==> src/rtl/riscv_mem_arbiter.sv <==
// riscv_mem_arbiter
//   Arbitrates a single burst-oriented memory port between the instruction
//   cache (line refills only) and the data cache (refills and write-backs).
//   Each grant moves a full cache line of BURST_LEN beats. Beat addresses step
//   by DATA_W/8 bytes from the latched line base address.
//
// Ports
//   i_riscv_arb_clk / i_riscv_arb_rst   clock, async active-high reset
//   i_riscv_arb_ic_*                    icache request + line address
//   i_riscv_arb_dc_*                    dcache request, direction, address, write word
//   o_riscv_arb_ic_/dc_rvalid, _rdata   read beat return (shared data bus)
//   o_riscv_arb_ic_/dc_done             one-cycle burst-complete pulse
//   o_riscv_arb_dc_beat                 current beat index
//   o_riscv_arb_ic_/dc_stall            request outstanding (to hazard unit)
//   o_riscv_arb_mem_*, i_riscv_arb_mem_* memory-side beat handshake
//
// Configuration
//   RISCV_ARB_ROUND_ROBIN_EN  defined: round-robin between the two caches
//                             (one-bit pointer, updated when a burst finishes).
//                             undefined: dcache has fixed priority.

module riscv_mem_arbiter #(
    parameter int unsigned ADDR_W    = 64,
    parameter int unsigned DATA_W    = 64,
    parameter int unsigned BURST_LEN = 4
) (
    input  logic                         i_riscv_arb_clk,
    input  logic                         i_riscv_arb_rst,
    input  logic                         i_riscv_arb_ic_req,
    input  logic [ADDR_W-1:0]            i_riscv_arb_ic_addr,
    input  logic                         i_riscv_arb_dc_req,
    input  logic                         i_riscv_arb_dc_we,
    input  logic [ADDR_W-1:0]            i_riscv_arb_dc_addr,
    input  logic [DATA_W-1:0]            i_riscv_arb_dc_wdata,
    output logic                         o_riscv_arb_ic_rvalid,
    output logic                         o_riscv_arb_dc_rvalid,
    output logic [DATA_W-1:0]            o_riscv_arb_rdata,
    output logic                         o_riscv_arb_ic_done,
    output logic                         o_riscv_arb_dc_done,
    output logic [$clog2(BURST_LEN)-1:0] o_riscv_arb_dc_beat,
    output logic                         o_riscv_arb_ic_stall,
    output logic                         o_riscv_arb_dc_stall,
    output logic                         o_riscv_arb_mem_req,
    output logic                         o_riscv_arb_mem_we,
    output logic [ADDR_W-1:0]            o_riscv_arb_mem_addr,
    output logic [DATA_W-1:0]            o_riscv_arb_mem_wdata,
    input  logic                         i_riscv_arb_mem_ack,
    input  logic [DATA_W-1:0]            i_riscv_arb_mem_rdata
);

    localparam int unsigned BEAT_W = $clog2(BURST_LEN);
    localparam logic [BEAT_W-1:0] LAST_BEAT = BEAT_W'(BURST_LEN - 1);
    localparam logic [ADDR_W-1:0] STRIDE    = ADDR_W'(DATA_W / 8);

    typedef enum logic [1:0] {IDLE, GNT_I, GNT_D, DONE} state_e;

    state_e              state_q, state_d;
    logic                own_dc_q, own_dc_d;
    logic [ADDR_W-1:0]   base_q, base_d;
    logic                we_q, we_d;
    logic [BEAT_W-1:0]   beat_q, beat_d;
    logic                grant_dc;

`ifdef RISCV_ARB_ROUND_ROBIN_EN
    // 1 = dcache favoured on contention
    logic                prio_dc_q, prio_dc_d;

    assign grant_dc = i_riscv_arb_dc_req & (~i_riscv_arb_ic_req | prio_dc_q);

    always_ff @(posedge i_riscv_arb_clk or posedge i_riscv_arb_rst) begin
        if (i_riscv_arb_rst) prio_dc_q <= 1'b1;
        else                 prio_dc_q <= prio_dc_d;
    end

    // Favour whichever requester was not just served.
    always_comb begin
        prio_dc_d = prio_dc_q;
        if (state_q == DONE) prio_dc_d = ~own_dc_q;
    end
`else
    assign grant_dc = i_riscv_arb_dc_req;
`endif

    always_ff @(posedge i_riscv_arb_clk or posedge i_riscv_arb_rst) begin
        if (i_riscv_arb_rst) begin
            state_q  <= IDLE;
            own_dc_q <= 1'b0;
            base_q   <= '0;
            we_q     <= 1'b0;
            beat_q   <= '0;
        end else begin
            state_q  <= state_d;
            own_dc_q <= own_dc_d;
            base_q   <= base_d;
            we_q     <= we_d;
            beat_q   <= beat_d;
        end
    end

    always_comb begin
        state_d  = state_q;
        own_dc_d = own_dc_q;
        base_d   = base_q;
        we_d     = we_q;
        beat_d   = beat_q;
        unique case (state_q)
            IDLE: begin
                if (i_riscv_arb_ic_req | i_riscv_arb_dc_req) begin
                    own_dc_d = grant_dc;
                    base_d   = grant_dc ? i_riscv_arb_dc_addr : i_riscv_arb_ic_addr;
                    we_d     = grant_dc & i_riscv_arb_dc_we;
                    beat_d   = '0;
                    state_d  = grant_dc ? GNT_D : GNT_I;
                end
            end
            GNT_I, GNT_D: begin
                if (i_riscv_arb_mem_ack) begin
                    if (beat_q == LAST_BEAT) begin
                        state_d = DONE;
                        beat_d  = '0;
                    end else begin
                        beat_d = beat_q + BEAT_W'(1);
                    end
                end
            end
            DONE:    state_d = IDLE;
            default: state_d = IDLE;
        endcase
    end

    logic in_gnt;
    logic rd_beat;

    always_comb begin
        in_gnt  = (state_q == GNT_I) | (state_q == GNT_D);
        // we_q is always 0 for an icache grant
        rd_beat = in_gnt & ~we_q;

        o_riscv_arb_mem_req   = in_gnt;
        o_riscv_arb_mem_we    = (state_q == GNT_D) & we_q;
        o_riscv_arb_mem_addr  = in_gnt ? (base_q + ADDR_W'(beat_q) * STRIDE) : '0;
        o_riscv_arb_mem_wdata = o_riscv_arb_mem_we ? i_riscv_arb_dc_wdata : '0;

        o_riscv_arb_rdata     = rd_beat ? i_riscv_arb_mem_rdata : '0;
        o_riscv_arb_ic_rvalid = (state_q == GNT_I) & i_riscv_arb_mem_ack;
        o_riscv_arb_dc_rvalid = (state_q == GNT_D) & ~we_q & i_riscv_arb_mem_ack;

        o_riscv_arb_ic_done   = (state_q == DONE) & ~own_dc_q;
        o_riscv_arb_dc_done   = (state_q == DONE) & own_dc_q;
        o_riscv_arb_dc_beat   = beat_q;

        // Stall follows the raw request, so it is masked while reset is held
        // to keep every output at 0 during reset.
        o_riscv_arb_ic_stall  = i_riscv_arb_ic_req & ~o_riscv_arb_ic_done & ~i_riscv_arb_rst;
        o_riscv_arb_dc_stall  = i_riscv_arb_dc_req & ~o_riscv_arb_dc_done & ~i_riscv_arb_rst;
    end

endmodule

==> config.mk <==
export PLATFORM = sky130hd
export DESIGN_NAME = riscv_mem_arbiter
export DESIGN_NICKNAME = d
export VERILOG_FILES = /design/src/rtl/riscv_mem_arbiter.sv
export SDC_FILE = /design/constraint.sdc
export NUM_CORES = 1
export LEC_CHECK = 0
export BUFFER_PORTS_ARGS = -buffer_cell sky130_fd_sc_hd__buf_2
export CORE_AREA = 5 5 179 181
export CTS_BUF_LIST = sky130_fd_sc_hd__clkbuf_4 sky130_fd_sc_hd__clkbuf_8 sky130_fd_sc_hd__clkbuf_16
export CTS_CLUSTER_SIZE = 8
export DETAILED_ROUTE_END_ITERATION = 12
export DIE_AREA = 0 0 184 186
export SLEW_MARGIN = 40
export SYNTH_ARGS = -nofsm -noshare
export SYNTH_HDL_FRONTEND = slang
export SYNTH_SLANG_ARGS = --single-unit
export TNS_END_PERCENT = 30
==> constraint.sdc <==
create_clock -name i_riscv_arb_clk -period 2.99 [get_ports i_riscv_arb_clk]
set_clock_uncertainty 0.2 [all_clocks]
set_input_delay 0.299 -clock i_riscv_arb_clk [delete_from_list [all_inputs] [get_ports i_riscv_arb_clk]]
set_output_delay 0.299 -clock i_riscv_arb_clk [all_outputs]
set_load 0.02 [all_outputs]
* After elaboration in Yosys (flattened, before gate mapping)
Index checks and enable logic that the tools add are counted.
** Storage, ports and cells
- Bits of input ports :: 262
- Output and inout bits :: 202
- Register bits after elaboration :: 70
** Cells by class
- Multiplexer cells :: 13
- Reduce and logical (&&, ||, !) cells :: 6
- Bitwise operators :: 19
- Eq/ne operators :: 7
- $add $sub $neg :: 2
** Operator list (count)
- 2-to-1 mux 64 bit :: 4
- adder 64 x 5 -> 64 bit :: 1
- 2-to-1 mux 2 bit :: 7
- AND 1 bit :: 12
- equality test 2 bit (second input constant) :: 3
- inequality test 2 bit (second input constant) :: 3
- case mux 2 bit (3 select lines) :: 1
- AND reduction 3 bit :: 2
- inverter 1 bit :: 5
- case mux 2 bit (2 select lines) :: 1
- adder 2 x 1 -> 2 bit (second input constant) :: 1
- equality test 2 x 1 -> 1 bit (second input constant) :: 1
- zero test 2 bit :: 1
- bitwise OR 1 bit :: 2
- AND reduction 2 bit :: 1
- nonzero test 2 bit :: 1
- OR reduction 2 bit :: 1

* Longest topological paths before layout
- Word-level depth :: 5
- Depth in mapped cells :: 9
- Gate-level depth less buffers :: 8

* Least setup slack after synthesis
No wires, ideal clock.
- Path kind :: register to output
- Start :: register beat_q[0], in the netlist o_riscv_arb_dc_beat[0]
- End :: output o_riscv_arb_mem_addr[63]
- Arrival :: 2625 ps
- Stages on the path, launching flop included :: 9
- Data required time :: 2491 ps
- Slack :: -134 ps
- Cell sequence :: dfrtp_1 -> ha_1 -> inv_1 -> fa_1 -> nand4b_1 -> nor4_2 -> nand2_1 -> or4_1 -> a21oi_1
** Between the ends
- Longest elaborated chain between the ends :: 2
** RTL lines
- from (decl) :: line 61 : logic [BEAT_W-1:0] beat_q, beat_d;
- from (signal assigned) :: line 96 : beat_q <= beat_d;
- adder 64 x 5 -> 64 bit :: line 141 : o_riscv_arb_mem_addr = in_gnt ? (base_q + ADDR_W'(beat_q) * STRIDE) : '0;
- 2-to-1 mux 64 bit :: line 141
- to (decl) :: line 45 : output logic [ADDR_W-1:0] o_riscv_arb_mem_addr,
Every way passes these cells.

* Final worst setup path
- Start :: register base_q[3]
- End :: output o_riscv_arb_mem_addr[55]
** Between the ends
- Longest elaborated chain between the ends :: 2
** RTL lines
- from (decl) :: line 59 : logic [ADDR_W-1:0] base_q, base_d;
- from (signal assigned) :: line 94 : base_q <= base_d;
- adder 64 x 5 -> 64 bit :: line 141
- 2-to-1 mux 64 bit :: line 141
Every way passes these cells.

==> run summary <==
Status: complete, but fails checks
Failing checks: setup timing
Period utilization: 114%
Finished Layout Cells: 1,620
Die footprint: 0.0342 mm2
Via count: 7,443
Worst hold path depth: 2
Largest net degree at the start of global routing: 129
Hold Path Class: primary input to register
Fillers: 3,265
Switch share: 54.7%
Switching Power: 5.54 mW
Vias in the first global route: 7,229
Fraction of power consumed by the clock network: 12.3%
Min-delay src: i_riscv_arb_dc_we
Die X: 184 um
Hold EP: we_q$_DFFE_PP0P_
CP most frequent cell: buf_6
Hold WS: 34.4 ps
Clk slew on worst S/H paths: 60 ps
Yosys warning count: 0
Post-synthesis cell area: 0.00599 mm2
CTS Sinks: 70
Tot Pwr: 10.1 mW
Final WS setup: -432 ps
Library cells used by synthesis: 45
Global-route wire length before repair: 50,200 um
Detailed Routing Iterations Pass 1: 4
DRC: 0
Placed insts: 1,593
Startpoint class of the critical path: register
CTS Buf Count: 9
Clock Tree Buf Depth: 2
MaxCap Viol Count: 0
CP Max Fanout: 4
Slew margin rel.: 63.0%
Antenna violations before repair: 1
Seq pwr share: 19.5%
Fin. max-slew vios: 0
Nets: 1,487
Via-to-Cell Ratio: 4.59
Post-DRT Antenna Nets: 0
Synthesis-stage register bit count: 70
Total track usage: 20.1%
Commonest non-fill, non-tap cell in the layout: buf_2
CTS tree: yes
Final TNS setup: -7970 ps
Logic pwr share: 68.2%
Hold Vio Cnt, Final: 0
Net count after synthesis: 1,028
I/O pins: 464
WS Path Type: register to primary output
Area growth from synthesis to layout: 62.3%
FF-to-FF path depth: 6
Final setup viols: 37
H-tree depth: 3
Power per cell area: 1040 mW/mm2
Grt total ovfl: 0
CP max stage delay: 390 ps
Peak supply drop: 0.389 mV
R2R Setup Slk: 990 ps
Crit. End Element: primary output
Avg Cell Area, Syn: 7.90 um2
RSZ-0062 raised after global routing: yes
Die height: 186 um
Int Power: 4.59 mW
Sequential area share after synthesis: 29.2%
Actual slew at the worst max-slew pin: 556 ps
Detail Placement HPWL: 30,700 um
Initial core utilization: 19.8%
Worst endpoint required time: 2490 ps
Leak pwr: 5.32 nW
Clock Latency Late Sink: 340 ps
Reg2reg start: state_q[1]$_DFFE_PP0P_
Crit Reg-Reg Endpoint: base_q[40]$_DFFE_PP0P_
Commonest non-fill, non-tap cells in the layout: 420 x buf_2, 92 x nand2_1, 77 x and2_1, 77 x o21ai_0, 69 x dfrtp_1
I/O Buffers: 463
# rows: 64
GPL Wtd Cong: 0.973
Fmax: 292 MHz
Wire per inst: 22.6 um
Critical Path AT: 2920 ps
Core area: 0.0303 mm2
Cells after synthesis: 758
1st-iter DRT viols: 319
Crit path cell chain: ha_4, inv_2, fa_2, nand4b_1, buf_6, nor4_4, nand4_1, buf_4, or3_4, a21oi_4, buf_6
Final worst path period need: 3420 ps
Layout cells sized above 1: 47.3%
Post-route cell area: 0.00972 mm2
Final wirelength: 36,600 um
Root buffer cell: clkbuf_16
Placed Area: 0.00892 mm2
Slowest cell on crit path: dfrtp_1
==> state kept, by name (all words and copies together) (netlist names) <==
name                 count
base_q                  64
o_riscv_arb_dc_beat      2
state_q                  2
own_dc_q                 1
we_q                     1
==> layout make-up <==
type	instances	area, um2	area share (%)
Clock inverter	6	111	1.15
Clock buffer	9	225	2.32
Tap cell	396	495	5.10
Antenna cell	3	7.51	0.0772
Multi-Input combinational cell	616	4190	43.1
Sequential cell	70	1750	18.0
Timing Repair Buffer	507	2880	29.7
Inverter	13	50.0	0.515
==> worst max path at each step <==
stage                               endpoint                                from  slack (ps)  cells after the start
floorplan           o_riscv_arb_mem_addr[27]  o_riscv_arb_dc_beat[0]$_DFFE_PP0P_          40                      8
global placement    o_riscv_arb_mem_addr[49]  o_riscv_arb_dc_beat[0]$_DFFE_PP0P_        -160                     10
detailed placement  o_riscv_arb_mem_addr[49]  o_riscv_arb_dc_beat[0]$_DFFE_PP0P_        -170                     10
CTS                 o_riscv_arb_mem_addr[60]  o_riscv_arb_dc_beat[1]$_DFFE_PP0P_        -470                      8
global route        o_riscv_arb_mem_addr[55]               base_q[3]$_DFFE_PP0P_        -560                     11
finish              o_riscv_arb_mem_addr[55]               base_q[3]$_DFFE_PP0P_        -430                     11
==> timing repair <==
item | 4_1_cts | 5_1_grt
pin swaps | 12 | 13
setup buffers | 2 | 5
gates cloned | 1 | 0
hold buffers | 1 | 0
endpoints found under the setup margin | 47 | 48
hold endpoints to repair | 26 | 0
resized for setup | 46 | 59
==> worst max-delay path: cells and delay by family (launching register included) <==
family / cells / cell delay [ps]
flops: 1 / 390
simple gates: 4 / 980
buf+inv: 4 / 570
fa+ha+maj: 2 / 490
compound gates: 1 / 150
==> per-layer routing <==
layer	track usage [%]	wire length [um]
met2	34.8	17800
met4	3.11	343
met5	0	0
met1	25.6	15200
met3	5.71	3180
==> cells by family after synthesis <==
group / share of synthesized area [%]
buffers and inverters: 4.91
AOI/OAI and AO/OA: 11.1
DFF: 29.2
and+or+nand+nor: 37.0
xor gates and xnor gates: 4.97
muxes: 11.0
adders and majority gates: 1.80
==> cells in the mapped netlist, drive strengths merged <==
cell     n  share of area [%]
and2    78                8.1
nand2   95                6.0
or4     12                1.5
nand3   19                1.6
ha       7                1.5
o31ai    9                1.1
nor4b    1               0.40
nor3b    2               0.25
dfrtp   70                 29
nor2    43                2.7
o21ai   81                6.8
nor2b    1               0.10
and3    68                7.1
fa       1               0.33
and4     8                1.2
and3b    1               0.15
a22o     1               0.15
mux2i   66                 11
o211ai   3               0.38
or3     13                1.4
xnor2   10                1.5
a32o     1               0.17
xor2    24                3.5
buf     15                1.3
inv     13               0.81
nand4   24                3.4
a21o     2               0.25
nand4b   1               0.15
nand2b   4               0.42
a21oi   27                2.3
nor4     8                1.7
nor3     6               0.75
clkbuf  44                2.8
==> stage by stage <==
step                utilization (%)  setup slack, ps
global placement               29.5             -162
finish                         32.1             -432
global route                   32.1             -559
floorplan                         -             39.9
detailed placement             29.5             -167
CTS                            31.3             -472
==> power groups by stage <==
stage	clock, mW	combinational, mW	sequential [mW]
after floorplan	0	3.84	1.87
after global placement	0	6.61	1.95
after detailed placement	0	6.62	1.97
after CTS	1.28	6.80	1.96
after global routing	1.32	7.47	2.07
final	1.24	6.90	1.98
No activity file was read; power rests on OpenSTA's default activity.
